### src/rtl/cpu_pkg.sv
// cpu_pkg: shared CPU constants, fetch FSM states and instruction-queue entry.
package cpu_pkg;

   localparam int INSTR_W    = 32;
   localparam int WORD_BYTES = 4;
   localparam int PC_W       = 32;

   localparam logic [PC_W-1:0] RESET_PC_DEF = 32'h0000_0000;

   typedef enum logic [1:0] {
      BOOT,
      RUN,
      HALT
   } fetch_state_t;

   typedef struct packed {
      logic [INSTR_W-1:0] instr;
      logic [PC_W-1:0]    pc;
   } fetch_entry_t;

endpackage

### src/rtl/fetch_buf.sv
// fetch_buf: synchronous FIFO of DEPTH entries; clear wins over push and pop.
module fetch_buf #(
   parameter int DEPTH = 2,
   parameter int W     = 64
) (
   input  logic                     clk,
   input  logic                     rst_n,
   input  logic                     push,
   input  logic                     pop,
   input  logic                     clear,
   input  logic [W-1:0]             din,
   output logic [W-1:0]             dout,
   output logic [$clog2(DEPTH):0]   count,
   output logic                     empty,
   output logic                     full
);

   localparam int AW = $clog2(DEPTH);

   logic [W-1:0] mem [DEPTH];
   logic [AW:0]  wr_ptr;
   logic [AW:0]  rd_ptr;
   logic         do_push;
   logic         do_pop;

   assign count   = wr_ptr - rd_ptr;
   assign empty   = count == '0;
   assign full    = count == (AW+1)'(DEPTH);
   assign do_pop  = pop && !empty;
   assign do_push = push && (!full || do_pop);
   assign dout    = mem[rd_ptr[AW-1:0]];

   always_ff @(posedge clk or negedge rst_n) begin
      if (!rst_n) begin
         wr_ptr <= '0;
         rd_ptr <= '0;
      end else if (clear) begin
         wr_ptr <= '0;
         rd_ptr <= '0;
      end else begin
         if (do_push) wr_ptr <= wr_ptr + (AW+1)'(1);
         if (do_pop)  rd_ptr <= rd_ptr + (AW+1)'(1);
      end
   end

   always_ff @(posedge clk) begin
      if (do_push && !clear) mem[wr_ptr[AW-1:0]] <= din;
   end

endmodule

### src/rtl/fetch_ctrl.sv
// fetch_ctrl: owns the PC, issues 1-cycle-latency insmem reads and queues
// returned words for decode; redirects flush the queue and stale fetches.
module fetch_ctrl
   import cpu_pkg::*;
#(
   parameter int                ADDR_W   = 32,
   parameter logic [ADDR_W-1:0] RESET_PC = ADDR_W'(RESET_PC_DEF),
   parameter int                DEPTH    = 2
) (
   input  logic               clk,
   input  logic               rst_n,
   output logic               imem_rd_en,
   output logic [ADDR_W-1:0]  imem_addr,
   input  logic [31:0]        imem_rdata,
   output logic               instr_valid,
   output logic [31:0]        instr,
   output logic [ADDR_W-1:0]  instr_pc,
   input  logic               instr_ready,
   input  logic               redirect_valid,
   input  logic [ADDR_W-1:0]  redirect_pc,
   input  logic               halt,
   output logic               misalign_err
);

   localparam int CW = $clog2(DEPTH) + 1;

   fetch_state_t      state;
   fetch_state_t      state_nx;
   logic [ADDR_W-1:0] pc;
   logic [ADDR_W-1:0] tag_pc;
   logic              inflight;
   logic              epoch;
   logic              tag_epoch;
   logic              issue;
   logic              push;
   logic              pop;
   logic              empty;
   logic              full;
   logic [CW-1:0]     count;
   logic [CW:0]       used;
   fetch_entry_t      wr_entry;
   fetch_entry_t      rd_entry;

   assign pop  = instr_ready && !empty;
   assign push = inflight && tag_epoch == epoch;
   // Slots still committed after this cycle's pop; a same-cycle pop frees a
   // slot so the pipe sustains one fetch per cycle while decode keeps up.
   assign used = (CW+1)'(count) + (CW+1)'(inflight) - (CW+1)'(pop);

   always_comb begin
      state_nx = halt ? HALT : RUN;
      issue    = state == RUN && !halt && !redirect_valid && !(full && !pop) &&
                 used < (CW+1)'(DEPTH);
   end

   always_ff @(posedge clk or negedge rst_n) begin
      if (!rst_n) begin
         state        <= BOOT;
         pc           <= RESET_PC;
         tag_pc       <= '0;
         inflight     <= 1'b0;
         epoch        <= 1'b0;
         tag_epoch    <= 1'b0;
         misalign_err <= 1'b0;
      end else begin
         state    <= state_nx;
         inflight <= issue;
         if (issue) begin
            tag_pc    <= pc;
            tag_epoch <= epoch;
         end
         if (redirect_valid) begin
            pc           <= {redirect_pc[ADDR_W-1:2], 2'b00};
            epoch        <= ~epoch;
            misalign_err <= misalign_err | (redirect_pc[1:0] != 2'b00);
         end else if (issue) begin
            pc <= pc + ADDR_W'(WORD_BYTES);
         end
      end
   end

   assign wr_entry = '{instr: imem_rdata, pc: PC_W'(tag_pc)};

   fetch_buf #(
      .DEPTH (DEPTH),
      .W     ($bits(fetch_entry_t))
   ) u_buf (
      .clk   (clk),
      .rst_n (rst_n),
      .push  (push),
      .pop   (pop),
      .clear (redirect_valid),
      .din   (wr_entry),
      .dout  (rd_entry),
      .count (count),
      .empty (empty),
      .full  (full)
   );

   assign imem_rd_en  = issue;
   assign imem_addr   = pc;
   assign instr_valid = !empty;
   assign instr       = empty ? '0 : rd_entry.instr;
   assign instr_pc    = empty ? '0 : rd_entry.pc[ADDR_W-1:0];

endmodule

### config.mk
export PLATFORM = sky130hd
export DESIGN_NAME = fetch_ctrl
export DESIGN_NICKNAME = d
export VERILOG_FILES = /design/src/rtl/cpu_pkg.sv /design/src/rtl/fetch_buf.sv /design/src/rtl/fetch_ctrl.sv
export SDC_FILE = /design/constraint.sdc
export NUM_CORES = 1
export LEC_CHECK = 0
export BUFFER_PORTS_ARGS = -buffer_cell sky130_fd_sc_hd__buf_4
export CORE_MARGIN = 2
export CORE_UTILIZATION = 45
export CTS_BUF_LIST = sky130_fd_sc_hd__clkbuf_8
export CTS_CLUSTER_DIAMETER = 200
export DETAILED_ROUTE_END_ITERATION = 6
export PLACE_DENSITY = 0.7
export SLEW_MARGIN = 40
export SYNTH_ARGS = -nofsm -noshare
export SYNTH_HDL_FRONTEND = slang
export SYNTH_SLANG_ARGS = --single-unit
export TNS_END_PERCENT = 5
### constraint.sdc
create_clock -name clk -period 5.3 [get_ports clk]
set_input_delay 0.265 -clock clk [delete_from_list [all_inputs] [get_ports clk]]
set_output_delay 0.265 -clock clk [all_outputs]
set_load 0.02 [all_outputs]
Yosys cells after proc, flatten, opt, wreduce, memory -nomap -nowiden
Memories as Yosys holds them, arrays and structs flattened.
Cells that the tools add are included.

word-level totals
  memories = 1
  flip-flop bits (word level) = 74
  RAM bits = 128
  logic and storage cells = 55
  output and inout port bits = 99
  input bits = 69

memory list
  memory     words  bits a word  rd ports  clocked after Yosys merged registers in  write ports  RTL line         source
  u_buf.mem  2      64           1         0                                        1            fetch_buf.sv:20  logic [W-1:0] mem [DEPTH];

operators by class
  magnitude comparators = 1
  equality and inequality tests = 3
  mux-type cells = 11
  add/sub/neg operators = 6
  reductions and logical operators = 22
  bitwise logic cells = 2

operators with widths
  cell                                                                           number
  32-bit 2-to-1 mux                                                              4
  32-bit by 3-bit adder with 32-bit output (second input constant)               1
  1-bit logical AND                                                              10
  2-bit 2-to-1 mux                                                               5
  2-bit nonzero test                                                             4
  1-bit logical NOT                                                              6
  2-bit by 1-bit adder with 2-bit output (second input constant)                 2
  2-bit by 1-bit adder with 3-bit output                                         1
  3-bit by 2-bit less-than comparator with 1-bit output (second input constant)  1
  3-bit by 1-bit subtractor with 3-bit output                                    1
  2-bit by 1-bit equality test with 1-bit output (second input constant)         1
  2-bit equality test (second input constant)                                    1
  2-bit logical NOT                                                              1
  1-bit 2-to-1 mux                                                               2
  2-bit subtractor                                                               1
  1-bit equality test                                                            1
  1-bit logical OR                                                               1
  1-bit inverter                                                                 1
  1-bit bitwise OR                                                               1

Longest topological paths before layout
  depth after elaboration = 11
  mapped depth = 16
  gate-level depth less buffers = 13

Cells and area by module
A second synthesis with hierarchy kept.

unflattened totals
  cell total of the unflattened synthesis = 664
  area, all modules = 8480.6 um^2

by module, submodules not included
  module      seq. area each (um^2)  instances  cells an instance  area each (um^2)
  fetch_buf   3943.8                 1          235                4902.2
  fetch_ctrl  1651.6                 1          429                3578.4

Worst setup path before layout
OpenSTA, ideal clock, no wires.

  path kind = register to register
  start = reg u_buf.wr_ptr[0]
  end = mem u_buf.mem[0][10], enable pin
  cell stages (with the launch flop) = 6
  buffers on the path = 0
  data arrival time = 5278 ps
  period minus slack after synthesis = 5835 ps
  library setup time = 558 ps
  path slack = -535 ps
  cell sequence = dfrtp_1 > inv_1 > ha_1 > nand2b_1 > o211ai_1 > nor3_1

on the way
  cells in the longest elaborated chain, start to end = 10
  elaborated cells on any way between the ends = 12

ends and longest elaborated chain
  what                                    RTL line                           source
  start, declared                         fetch_buf.sv:21                    logic [AW:0] wr_ptr;
  start signal, assigned                  fetch_buf.sv:41                    if (do_push) wr_ptr <= wr_ptr + (AW+1)'(1);
  2-bit subtractor                        fetch_buf.sv:26                    assign count = wr_ptr - rd_ptr;
  2-bit logical NOT                       fetch_buf.sv:27                    assign empty = count == '0;
  1-bit logical NOT                       fetch_buf.sv:29, fetch_ctrl.sv:44
  1-bit logical AND                       fetch_ctrl.sv:44                   assign pop = instr_ready && !empty;
  1-bit logical AND                       fetch_buf.sv:29                    assign do_pop = pop && !empty;
  1-bit logical OR                        fetch_buf.sv:30                    assign do_push = push && (!full || do_pop);
  1-bit logical AND                       fetch_buf.sv:30
  1-bit logical AND                       fetch_buf.sv:47                    if (do_push && !clear) mem[wr_ptr[AW-1:0]] <= din;
  1-bit 2-to-1 mux                        fetch_buf.sv:47
  1-bit 2-to-1 mux (implied by the code)  fetch_buf.sv:47
  end, declared                           fetch_buf.sv:20

Parallel ways exist; a longest one is shown, timed or not.

Final worst setup path
  start = reg u_buf.wr_ptr[0]
  end = out imem_rd_en

on the way
  cells in the longest elaborated chain, start to end = 9
  elaborated cells on any way between the ends = 13

ends and longest elaborated chain
  what                                                                                            RTL line          source
  2-bit subtractor (*)                                                                            fetch_buf.sv:26
  parallel branches: the longest is 7 deep, another holds 2-bit by 1-bit adder with 3-bit output  --
  1-bit logical AND (*)                                                                           fetch_ctrl.sv:52  issue = state == RUN && !halt && !redirect_valid && !(full && !pop) &&
  end, declared                                                                                   fetch_ctrl.sv:12  output logic imem_rd_en,

Mark *: on every way between the ends.

==> impl_results.md <==
- CTS tree: yes
- Number of global-route vias before repair: 5425
- Final setup margin: 0.623 ns
- Critical Path AT: 4.41 ns
- Psw: 0.00103 W
- Largest net degree at the start of global routing: 71
- Total vias in the final route: 5414
- Hpwl dp: 11900 um
- CTS root buffer: clkbuf_8
- Core area: 18600 sq um
- Commonest non-fill, non-tap cell in the layout: buf_4
- Compound-Gate Fraction of Synth Area: 7.28%
- Pre-Repair DR Iteration Count: 4
- Layout cells sized above 1: 32.3%
- Post-route DRC violation count: 0
- Dpl cell area: 9850 sq um
- Hold Fails Final Rpt: 0
- Crit. End Element: output port
- Hold crit path type: primary input to flip-flop
- Max IR drop VDD: 0.172 mV
- Largest family of logic cells by synthesized area: multiplexers
- Gpl congestion: 0.856
- Total Die Area: 19900 sq um
- IO Count: 168
- Count of cell types in the netlist: 44
- Design Area, Final: 10700 sq um
- Slowest-stage cell, CP: nand2_2
- Clock Skews: 0.0124 ns
- CTS H-tree depth: 4
- Status: finished, final reports clean
- Clk_lat worst skew: 0.46 ns
- Total Routing Usage GR: 18.9%
- Syn_area_per_cell: 14.3 sq um
- Power per cell area: 341 nW/um^2
- Layout Area Growth over Synthesis: 27.0%
- Clock power share: 27.2%
- Final Routed Wirelength: 18400 um
- Gate power share: 18.7%
- Synth Area in XOR/XNOR: 4.03%
- # diodes: 0
- Final Net Count: 864
- #FFs+latches synth: 194
- Max Cap Viol: 0
- Final-report setup violation count: 0
- Post-CTS resize count: 0
- Post-CTS Setup Inserts: 0
- Clock tree buffer depth: 2
- Synth warn: 0
- Vias/cell: 5.22
- Post-place setup slack: 0.984 ns
- EDFF count, synth: 124
- Seq/Total Area, Yosys: 64.9%
- Non-filler cells, final: 1038
- Util after Layout: 57.7%
- DP Cell Count: 961
- Critical Path Fanout Max: 24
- Die width: 141 um
- Share of power burned in registers: 54.0%
- GR Overflow Total: 0
- Worst Path Class, Setup: flip-flop to output port
- Post-synthesis mux area share: 11.7%
- Adder-cell share of the synthesized area: 0.682%
- FMAX: 214 MHz
- Pwr Total: 0.00365 W
- Async S/R FF share, synth: 36.1%
- Initial antenna violation count: 0
- Detailed Route Iter0 Violations: 335
- Worst-Margin Slew: 0.811 ns
- Synth Flop Type: edfxtp_1
- Starting Density: 45.4%
- Hold_buf cts: 45
- Fin. max-slew vios: 0
- Average wire per standard cell: 17.7 um
- Crit path launch type: flip-flop
- Slew headroom: 45.7%
- Clock Sinks: 194
- Port Buf Inserts: 163
- Clock transition at path regs: 0.09 ns
- Final period util: 88.2%
- Commonest non-fill, non-tap cells in the layout: buf_4, edfxtp_1, nor2_1, dfrtp_1, mux2i_1
- WP data required: 5.04 ns
- Rows: 50
- Pint: 0.00262 W
- Pleak: 4.00 nW
- Post-Synthesis Cells: 590
- RSZ-0062 raised after global routing: false
- Net Sw Frac: 28.2%
- Crit-path max cell delay: 0.50 ns
- Post-DRT Antenna Nets: 0
- CP cell instances: inv_1 > ha_1 > and2_2 > inv_1 > and2_1 > ha_1 > nand2b_1 > fa_1 > xnor2_1 > nand2_2 > a21oi_1 > and2_1 > buf_4 > buf_4
- Post-route minimum period: 4.68 ns
- Die Y: 141 um
- Mapped Area: 8440 sq um
- First-pass GRT wire length: 29000 um
- Simple-Gate Fraction of Synth Area: 8.58%
- CTS buffer count: 17
==> cell families (layout without fill, tap and decap cells) <==
group | Yosys count | after routing
DFF | 194 | 194
and+or+nand+nor | 153 | 153
muxes | 95 | 95
AOI/OAI and AO/OA | 60 | 60
buffers and inverters | 45 | 256
xor gates and xnor gates | 38 | 38
adders and majority gates | 4 | 4
other | 1 | 4
==> worst max-delay path: cells and delay by family, from the launching register on <==
kind                     cells  cell delay, ns
flip-flops                   1            0.41
AND/OR/NAND/NOR              5            1.23
XOR/XNOR                     1            0.26
buffers and inverters        4            0.63
adder cells (fa/ha/maj)      3            0.93
AO/OA/AOI/OAI                1            0.48
==> sequential cells by signal (all words and copies together), names as in the netlist <==
name / flops
tag_epoch: 1
misalign_err: 1
state: 2
tag_pc: 30
inflight: 1
u_buf.mem: 124
u_buf.wr_ptr: 2
epoch: 1
imem_addr: 30
u_buf.rd_ptr: 2
==> per-layer routing <==
metal / GRT usage [%] / vias up / share of wire (%)
met3: 3.67 / 24 / 4.1
met4: 6.74 / 0 / 2.1
met2: 32.2 / 174 / 50
li1: - / 2547 / -
met1: 24.2 / 2669 / 43
met5: 0 / - / 0
==> through the flow <==
step | hold slack [ns] | TNS [ns]
after floorplan | -0.0306 | -66.40
after global placement | 0.413 | 0
after detailed placement | 0.309 | 0
after CTS | 0.000268 | 0
after global routing | 0.00927 | 0
final | 0.0227 | 0
==> final timing paths <==
path                       slack [ns]             from  cells after the start          endpoint
hold / removal                   0.02   redirect_pc[7]                      3      imem_addr[7]
setup / recovery                 0.62  u_buf.wr_ptr[0]                     14        imem_rd_en
min in group asynchronous        0.38            rst_n                      2        tag_pc[23]
hold reg to reg                  0.48       tag_pc[18]                      0  u_buf.mem[0][18]
max in group asynchronous        4.43            rst_n                      2   u_buf.rd_ptr[0]
setup reg to reg                 0.94  u_buf.wr_ptr[0]                     14        tag_pc[16]
==> power groups by stage <==
stage                     registers (W)  clock network, W  logic [W]
after detailed placement        0.00201                 0   0.000662
after global placement          0.00199                 0   0.000644
after CTS                       0.00197           0.00102   0.000693
after global routing            0.00200           0.00108   0.000742
after floorplan                 0.00198                 0   0.000407
final                           0.00197          0.000995   0.000684
==> cell type report <==
class / count / area [sq um]
Fill cell: 1479 / 7860
Sequential cell: 194 / 5480
Multi-Input combinational cell: 354 / 2760
Timing Repair Buffer: 216 / 1750
Tap cell: 234 / 293
Clock buffer: 17 / 234
Clock inverter: 15 / 180
Inverter: 8 / 30.0
==> cells in the mapped netlist, types with 5 or more instances <==
library cell	n	share of area (%)
buf_1	6	0.27
nand2_1	36	1.6
nand4_1	10	0.74
xnor2_1	30	3.1
a2111oi_4	9	2.9
mux2i_1	63	7.5
a2111oi_2	7	1.2
mux2_2	32	4.3
o21ai_1	11	0.65
buf_4	9	0.80
nand3_1	7	0.42
inv_1	8	0.36
dfrtp_1	70	21
and2_1	7	0.52
and3_1	5	0.37
buf_2	5	0.30
clkbuf_1	15	0.67
edfxtp_1	124	44
nor2_1	69	3.1
o21ai_0	18	1.1
xor2_1	7	0.73
and4_1	6	0.62
Note: power is estimated with default switching activity, not from simulation.
